--- config.mk ---
export PLATFORM = sky130hd
export DESIGN_NAME = regbank_write_arbiter_flat
export DESIGN_NICKNAME = d
export VERILOG_FILES = /design/src/rtl/regbank_write_arbiter_if.sv /design/src/rtl/regbank_write_arbiter.sv /design/src/flat_wrapper.sv
export SDC_FILE = /design/constraint.sdc
export NUM_CORES = 1
export LEC_CHECK = 0
export CORE_ASPECT_RATIO = 1.25
export CORE_MARGIN = 2
export CORE_UTILIZATION = 45
export DETAILED_ROUTE_END_ITERATION = 8
export PLACE_DENSITY = 0.76
export RECOVER_POWER = 50
export SYNTH_ARGS = -nofsm -noshare
export SYNTH_HDL_FRONTEND = slang
export SYNTH_SLANG_ARGS = --single-unit
--- constraint.sdc ---
create_clock -name clk -period 1.7 [get_ports clk]
set_clock_uncertainty 0.05 [all_clocks]
set_input_delay 0.34 -clock clk [delete_from_list [all_inputs] [get_ports clk]]
set_output_delay 0.34 -clock clk [all_outputs]
set_load 0.01 [all_outputs]
--- src/rtl/regbank_write_arbiter_if.sv ---
// Request/write/read bundle between requesting units and the register-bank write arbiter.
// Latency: not applicable; this bundle holds wires only.
// Backpressure: requesters hold req_valid, addr and data until their req_ready bit is seen high.
interface regbank_write_arbiter_if #(
    parameter int WIDTH  = 8,
    parameter int ADDR_W = 2
);
    logic [3:0]          req_valid;
    logic [4*ADDR_W-1:0] req_addr;
    logic [4*WIDTH-1:0]  req_data;
    logic [3:0]          req_ready;
    logic [1:0]          grant_id;
    logic                busy;
    logic                wr_done;
    logic                err;
    logic [ADDR_W-1:0]   rd_addr;
    logic [WIDTH-1:0]    rd_data;

    // Requester/reader side
    modport master (
        output req_valid, req_addr, req_data, rd_addr,
        input  req_ready, grant_id, busy, wr_done, err, rd_data
    );

    // Arbiter side
    modport slave (
        input  req_valid, req_addr, req_data, rd_addr,
        output req_ready, grant_id, busy, wr_done, err, rd_data
    );
endinterface

--- src/rtl/regbank_write_arbiter.sv ---
// Round-robin write arbiter for four requesters that feeds a flip-flop register bank, with one registered read port.
// Latency: 3 cycles per write (IDLE sample, CAPTURE, COMMIT); read data is registered, so rd_data lags rd_addr by one cycle.
// Backpressure: one write is in flight at a time, and req_ready strobes only for the grantee during CAPTURE.
module regbank_write_arbiter #(
    parameter int WIDTH  = 8,
    parameter int ADDR_W = 2
) (
    input logic                   clk,
    input logic                   rst,
    regbank_write_arbiter_if.slave bus
);
    localparam int DEPTH = 1 << ADDR_W;

    typedef enum logic [1:0] {
        IDLE    = 2'd0,
        CAPTURE = 2'd1,
        COMMIT  = 2'd2
    } state_t;

    state_t            state;
    logic [1:0]        ptr;
    logic [ADDR_W-1:0] stage_addr;
    logic [WIDTH-1:0]  stage_data;
    logic [WIDTH-1:0]  bank [DEPTH];

    logic [1:0] win_id;
    logic       win_vld;
    logic [1:0] idx;

    // Round-robin pick: the first valid requester scanning upward from ptr, wrapping modulo 4
    always_comb begin
        win_id  = 2'd0;
        win_vld = 1'b0;
        idx     = 2'd0;
        for (int k = 0; k < 4; k++) begin
            idx = ptr + 2'(k);
            if (!win_vld && bus.req_valid[idx]) begin
                win_id  = idx;
                win_vld = 1'b1;
            end
        end
    end

    // Sequencer FSM; every output is registered, so req_valid never reaches req_ready through logic alone
    always_ff @(posedge clk) begin
        if (rst) begin
            state         <= IDLE;
            ptr           <= 2'd0;
            stage_addr    <= '0;
            stage_data    <= '0;
            bus.req_ready <= 4'b0000;
            bus.grant_id  <= 2'd0;
            bus.busy      <= 1'b0;
            bus.wr_done   <= 1'b0;
            bus.err       <= 1'b0;
        end else begin
            bus.wr_done <= 1'b0;
            bus.err     <= 1'b0;
            case (state)
                IDLE: begin
                    if (win_vld) begin
                        bus.grant_id  <= win_id;
                        bus.req_ready <= 4'b0001 << win_id;
                        bus.busy      <= 1'b1;
                        state         <= CAPTURE;
                    end
                end
                CAPTURE: begin
                    bus.req_ready <= 4'b0000;
                    if (bus.req_valid[bus.grant_id]) begin
                        stage_addr  <= bus.req_addr[bus.grant_id*ADDR_W +: ADDR_W];
                        stage_data  <= bus.req_data[bus.grant_id*WIDTH +: WIDTH];
                        bus.wr_done <= 1'b1;
                        state       <= COMMIT;
                    end else begin
                        // Grantee withdrew: flag it and keep ptr, so the same requester keeps priority
                        bus.err  <= 1'b1;
                        bus.busy <= 1'b0;
                        state    <= IDLE;
                    end
                end
                COMMIT: begin
                    bus.busy <= 1'b0;
                    ptr      <= bus.grant_id + 2'd1;
                    state    <= IDLE;
                end
                default: begin
                    bus.req_ready <= 4'b0000;
                    bus.busy      <= 1'b0;
                    state         <= IDLE;
                end
            endcase
        end
    end

    // Bank storage: the staged word is written at the edge that ends COMMIT; reset aborts the write
    always_ff @(posedge clk) begin
        if (rst) begin
            for (int i = 0; i < DEPTH; i++) begin
                bank[i] <= '0;
            end
        end else if (state == COMMIT) begin
            bank[stage_addr] <= stage_data;
        end
    end

    // Registered read port; a read at the commit edge still returns the old word
    always_ff @(posedge clk) begin
        if (rst) begin
            bus.rd_data <= '0;
        end else begin
            bus.rd_data <= bank[bus.rd_addr];
        end
    end
endmodule

--- src/flat_wrapper.sv ---
// flat-port wrapper written by rule: the top's interface ports become plain ports
module regbank_write_arbiter_flat 
#(
    parameter int WIDTH  = 8,
    parameter int ADDR_W = 2
)
  (clk, rst, bus_req_valid, bus_req_addr, bus_req_data, bus_rd_addr, bus_req_ready, bus_grant_id, bus_busy, bus_wr_done, bus_err, bus_rd_data);
  regbank_write_arbiter_if #(.WIDTH(WIDTH), .ADDR_W(ADDR_W)) bus_i ();
  input logic clk;
  input logic rst;
  input wire logic [$bits(bus_i.req_valid)-1:0] bus_req_valid;
  input wire logic [$bits(bus_i.req_addr)-1:0] bus_req_addr;
  input wire logic [$bits(bus_i.req_data)-1:0] bus_req_data;
  input wire logic [$bits(bus_i.rd_addr)-1:0] bus_rd_addr;
  output wire logic [$bits(bus_i.req_ready)-1:0] bus_req_ready;
  output wire logic [$bits(bus_i.grant_id)-1:0] bus_grant_id;
  output wire logic [$bits(bus_i.busy)-1:0] bus_busy;
  output wire logic [$bits(bus_i.wr_done)-1:0] bus_wr_done;
  output wire logic [$bits(bus_i.err)-1:0] bus_err;
  output wire logic [$bits(bus_i.rd_data)-1:0] bus_rd_data;
  assign bus_i.req_valid = bus_req_valid;
  assign bus_i.req_addr = bus_req_addr;
  assign bus_i.req_data = bus_req_data;
  assign bus_i.rd_addr = bus_rd_addr;
  assign bus_req_ready = bus_i.req_ready;
  assign bus_grant_id = bus_i.grant_id;
  assign bus_busy = bus_i.busy;
  assign bus_wr_done = bus_i.wr_done;
  assign bus_err = bus_i.err;
  assign bus_rd_data = bus_i.rd_data;
  regbank_write_arbiter #(.WIDTH(WIDTH), .ADDR_W(ADDR_W)) u_core (.clk(clk), .rst(rst), .bus(bus_i));
endmodule
==> impl_metrics.json <==
{
  "met2_usage_pct": 28.5,
  "firstDrtPassIters": 4,
  "cpLargestDelayFamily": "buffers and inverters",
  "ios": 65,
  "fin_tns_setup_ps": 0,
  "floorplan.die_area_um2": 6960,
  "layout_min_cycle_time_ps": 1610,
  "run_status": "completed",
  "fin_hold_ws_ps": 429,
  "die_x_um": 75.0,
  "detailroute.via_count": 1947,
  "postSynthNetCount": 259,
  "met1_usage_pct": 20.7,
  "globalRouteMet3Util_pct": 5.77,
  "critPathBufInv": 1,
  "cts-root-to-sink-buffers": 2,
  "fp.dieH_um": 92.8,
  "tritoncts.num_buffers": 9,
  "grt_max_degree": 13,
  "dpl.cell_count": 378,
  "cts_post_setup_buffers_inserted": 0,
  "rsz_0062_raised_after_global_routing": "false",
  "gpl.final_weighted_congestion": 0.850,
  "worstSetupEndpointType": "primary output",
  "max_slew.worst_pin.slew_ps": 400,
  "drt_wirelength_mm": 5.37,
  "cp_slowest_stage_delay_ps": 540,
  "grt_pass1_vias": 2037,
  "mappedNetlistArea_um2": 2840,
  "initialDrtViolationCount": 66,
  "core.rowCount": 32,
  "data_arrival_time_of_the_critical_path_ps": 1220,
  "ys.warnings.count": 0,
  "grt_busiest_layer": "met2",
  "drc": 0,
  "setup.worst_path.start_class": "flip-flop",
  "timing.critical_path.required_ps": 1310,
  "route.detailed.wl_per_inst_um": 13.6,
  "cap_viol_max_count": 0,
  "critical_path.slowest_cell": "clkdlybuf4s50_1",
  "insertedDiodeCount": 0,
  "htreeDepth": 3,
  "grt_remaining_overflow": 0,
  "start_util_pct": 46.3,
  "synth_seq_area_share_pct": 55.8,
  "path_clk_slew_ps": 80,
  "drv_slew": 0,
  "final-hold-violation-count": 0,
  "synth-seq-cells": 63,
  "worstSkewPairLatency_ps": 340,
  "critical_path_peak_fanout": 2,
  "critical_path_class": "reg -> out",
  "detail_route.vias_per_cell": 4.94,
  "maxSlewHeadroom_pct": 73.3,
  "post-route-period-util_pct": 94.4,
  "syn_inst": 211,
  "place_hpwl_mm": 4.18,
  "critical_path.cell_chain": "clkdlybuf4s50_1",
  "clock.fmax_mhz": 623,
  "clkSinkCount": 63,
  "grt_usage_pct": 17.6,
  "cellLeakagePower_nw": 1.50,
  "hold_crit_path_type": "reg -> reg",
  "grt_antenna_before_repair": 0,
  "pwr_density_cell_nw_per_um2": 927,
  "layout-drive-gt1-share_pct": 21.0,
  "root_buffer": "clkbuf_8",
  "io_buffer_count": 64,
  "final-instance-count-excl-fill": 394,
  "yosysUniqueCellTypes": 32,
  "coreArea_um2": 6130,
  "setup_viol": 0,
  "layout-area-overhead-vs-synth_pct": 39.4,
  "final_antenna_net_count": 0,
  "syn_avg_cell_area_um2": 13.4,
  "grt_pass1_wl_mm": 9.22,
  "design.final.nets": 352,
  "tritoncts": "yes",
  "max_rail_drop_vdd_v": 0.000486
}
sequential cells by signal, indices dropped and copies added (netlist names), 2 cells and up:
register,cells
u_core.stage_addr,2
u_core.bank,32
u_core.state,2
u_core.bus.req_ready,4
u_core.bus.grant_id,2
u_core.bus.rd_data,8
u_core.stage_data,8
u_core.ptr,2
layer usage:
layer	wire, um	share of wire (%)
met5	0	0
met4	102	1.9
met3	284	5.3
met2	2770	52
met1	2200	41
metrics by stage:
stage	total power, mW	setup slack [ps]	util (%)	cell area (um^2)
6_report	3.66	94.7	64.6	3960
5_1_grt	3.81	17.3	64.6	3960
4_1_cts	3.71	76.7	65.2	4000
3_5_place_dp	2.29	-228	61.7	3780
3_3_place_gp	2.28	-205	61.7	3780
2_1_floorplan	2.02	24.8	-	2840
timing repair:
item	CTS	global route
gates resized for setup	3	0
hold buffers	0	0
endpoints found under the setup margin	2	0
worst min-delay path, cell delays in order, from the launching register on:
cell	delay, ps
dfxtp_1	310
nand2_1	50
o32ai_1	70
synthesized netlist by cell type:
| cell | instances | area, um^2 |
|---|---|---|
| a211oi_1 | 1 | 7.51 |
| dfxtp_1 | 31 | 621 |
| and2_1 | 32 | 200 |
| o22ai_1 | 2 | 12.5 |
| xnor2_1 | 1 | 8.76 |
| buf_2 | 5 | 25.0 |
| o21a_1 | 1 | 7.51 |
| nor4_1 | 2 | 12.5 |
| nor2b_1 | 9 | 56.3 |
| nor4b_2 | 2 | 30.0 |
| a31o_2 | 1 | 8.76 |
| nand2b_1 | 4 | 25.0 |
| nor2_1 | 18 | 67.6 |
| o22a_1 | 1 | 8.76 |
| o221ai_1 | 1 | 8.76 |
| nor3b_1 | 1 | 7.51 |
| buf_12 | 1 | 20.0 |
| edfxtp_1 | 32 | 961 |
| nor4_2 | 1 | 12.5 |
| mux2i_1 | 11 | 110 |
| or2_2 | 3 | 18.8 |
| clkbuf_1 | 6 | 22.5 |
| or3_1 | 1 | 6.26 |
| mux4_2 | 19 | 428 |
| a21oi_1 | 5 | 25.0 |
| o21ai_0 | 1 | 5.00 |
| nand3b_4 | 1 | 20.0 |
| o32ai_1 | 4 | 35.0 |
| nor4b_1 | 2 | 17.5 |
| nand2_1 | 7 | 26.3 |
| nor3_1 | 2 | 10.0 |
| inv_1 | 3 | 11.3 |
power breakdown:
group / leakage, nW / internal (mW) / total (mW) / switching [mW]
registers: 0.584 / 1.67 / 1.72 / 0.0471
clock network: 0.112 / 0.830 / 1.42 / 0.591
logic: 0.808 / 0.332 / 0.526 / 0.194
total: 1.50 / 2.83 / 3.66 / 0.832
layout make-up:
cell class | count | area, um^2
fillers | 465 | 2170
inverters | 3 | 11.3
clock inverters | 7 | 95.1
well taps | 85 | 106
flip-flops and latches | 63 | 1580
repair buffers | 94 | 867
multi-input cells | 133 | 1170
clock buffers | 9 | 124
kinds of logic (layout without fill, tap and decap cells):
family                    count (synthesis)  after routing  synth area share (%)
and+or+nand+nor                          85             85                  18.0
DFF                                      63             63                  55.8
muxes                                    30             30                  19.0
AOI/OAI and AO/OA                        17             17                  4.19
buffers and inverters                    15            113                  2.78
xor gates and xnor gates                  1              1                 0.309
layout by cell type (no fill, tap or decap), types with 4 or more instances in the layout:
master / n
buf_4: 22
dfxtp_1: 31
clkdlybuf4s50_1: 62
mux4_2: 19
and2_1: 12
nor2b_1: 9
a21oi_1: 5
clkbuf_8: 9
edfxtp_1: 32
clkbuf_1: 5
mux2i_1: 11
o32ai_1: 4
and2_0: 20
nor2_1: 18
nand2b_1: 4
nand2_1: 7
final timing paths:
kind / startpoint / endpoint / depth (start not counted) / slack [ps]
setup / recovery: u_core.bus.req_ready[1] / bus_req_ready[1] / 1 / 90
hold / removal: u_core.bus.req_ready[2] / u_core.bus.req_ready[2] / 2 / 430
setup reg to reg: u_core.ptr[1] / u_core.bus.req_ready[1] / 4 / 110
hold reg to reg: u_core.bus.req_ready[2] / u_core.bus.req_ready[2] / 2 / 430
(Power assumes the default switching activity.)
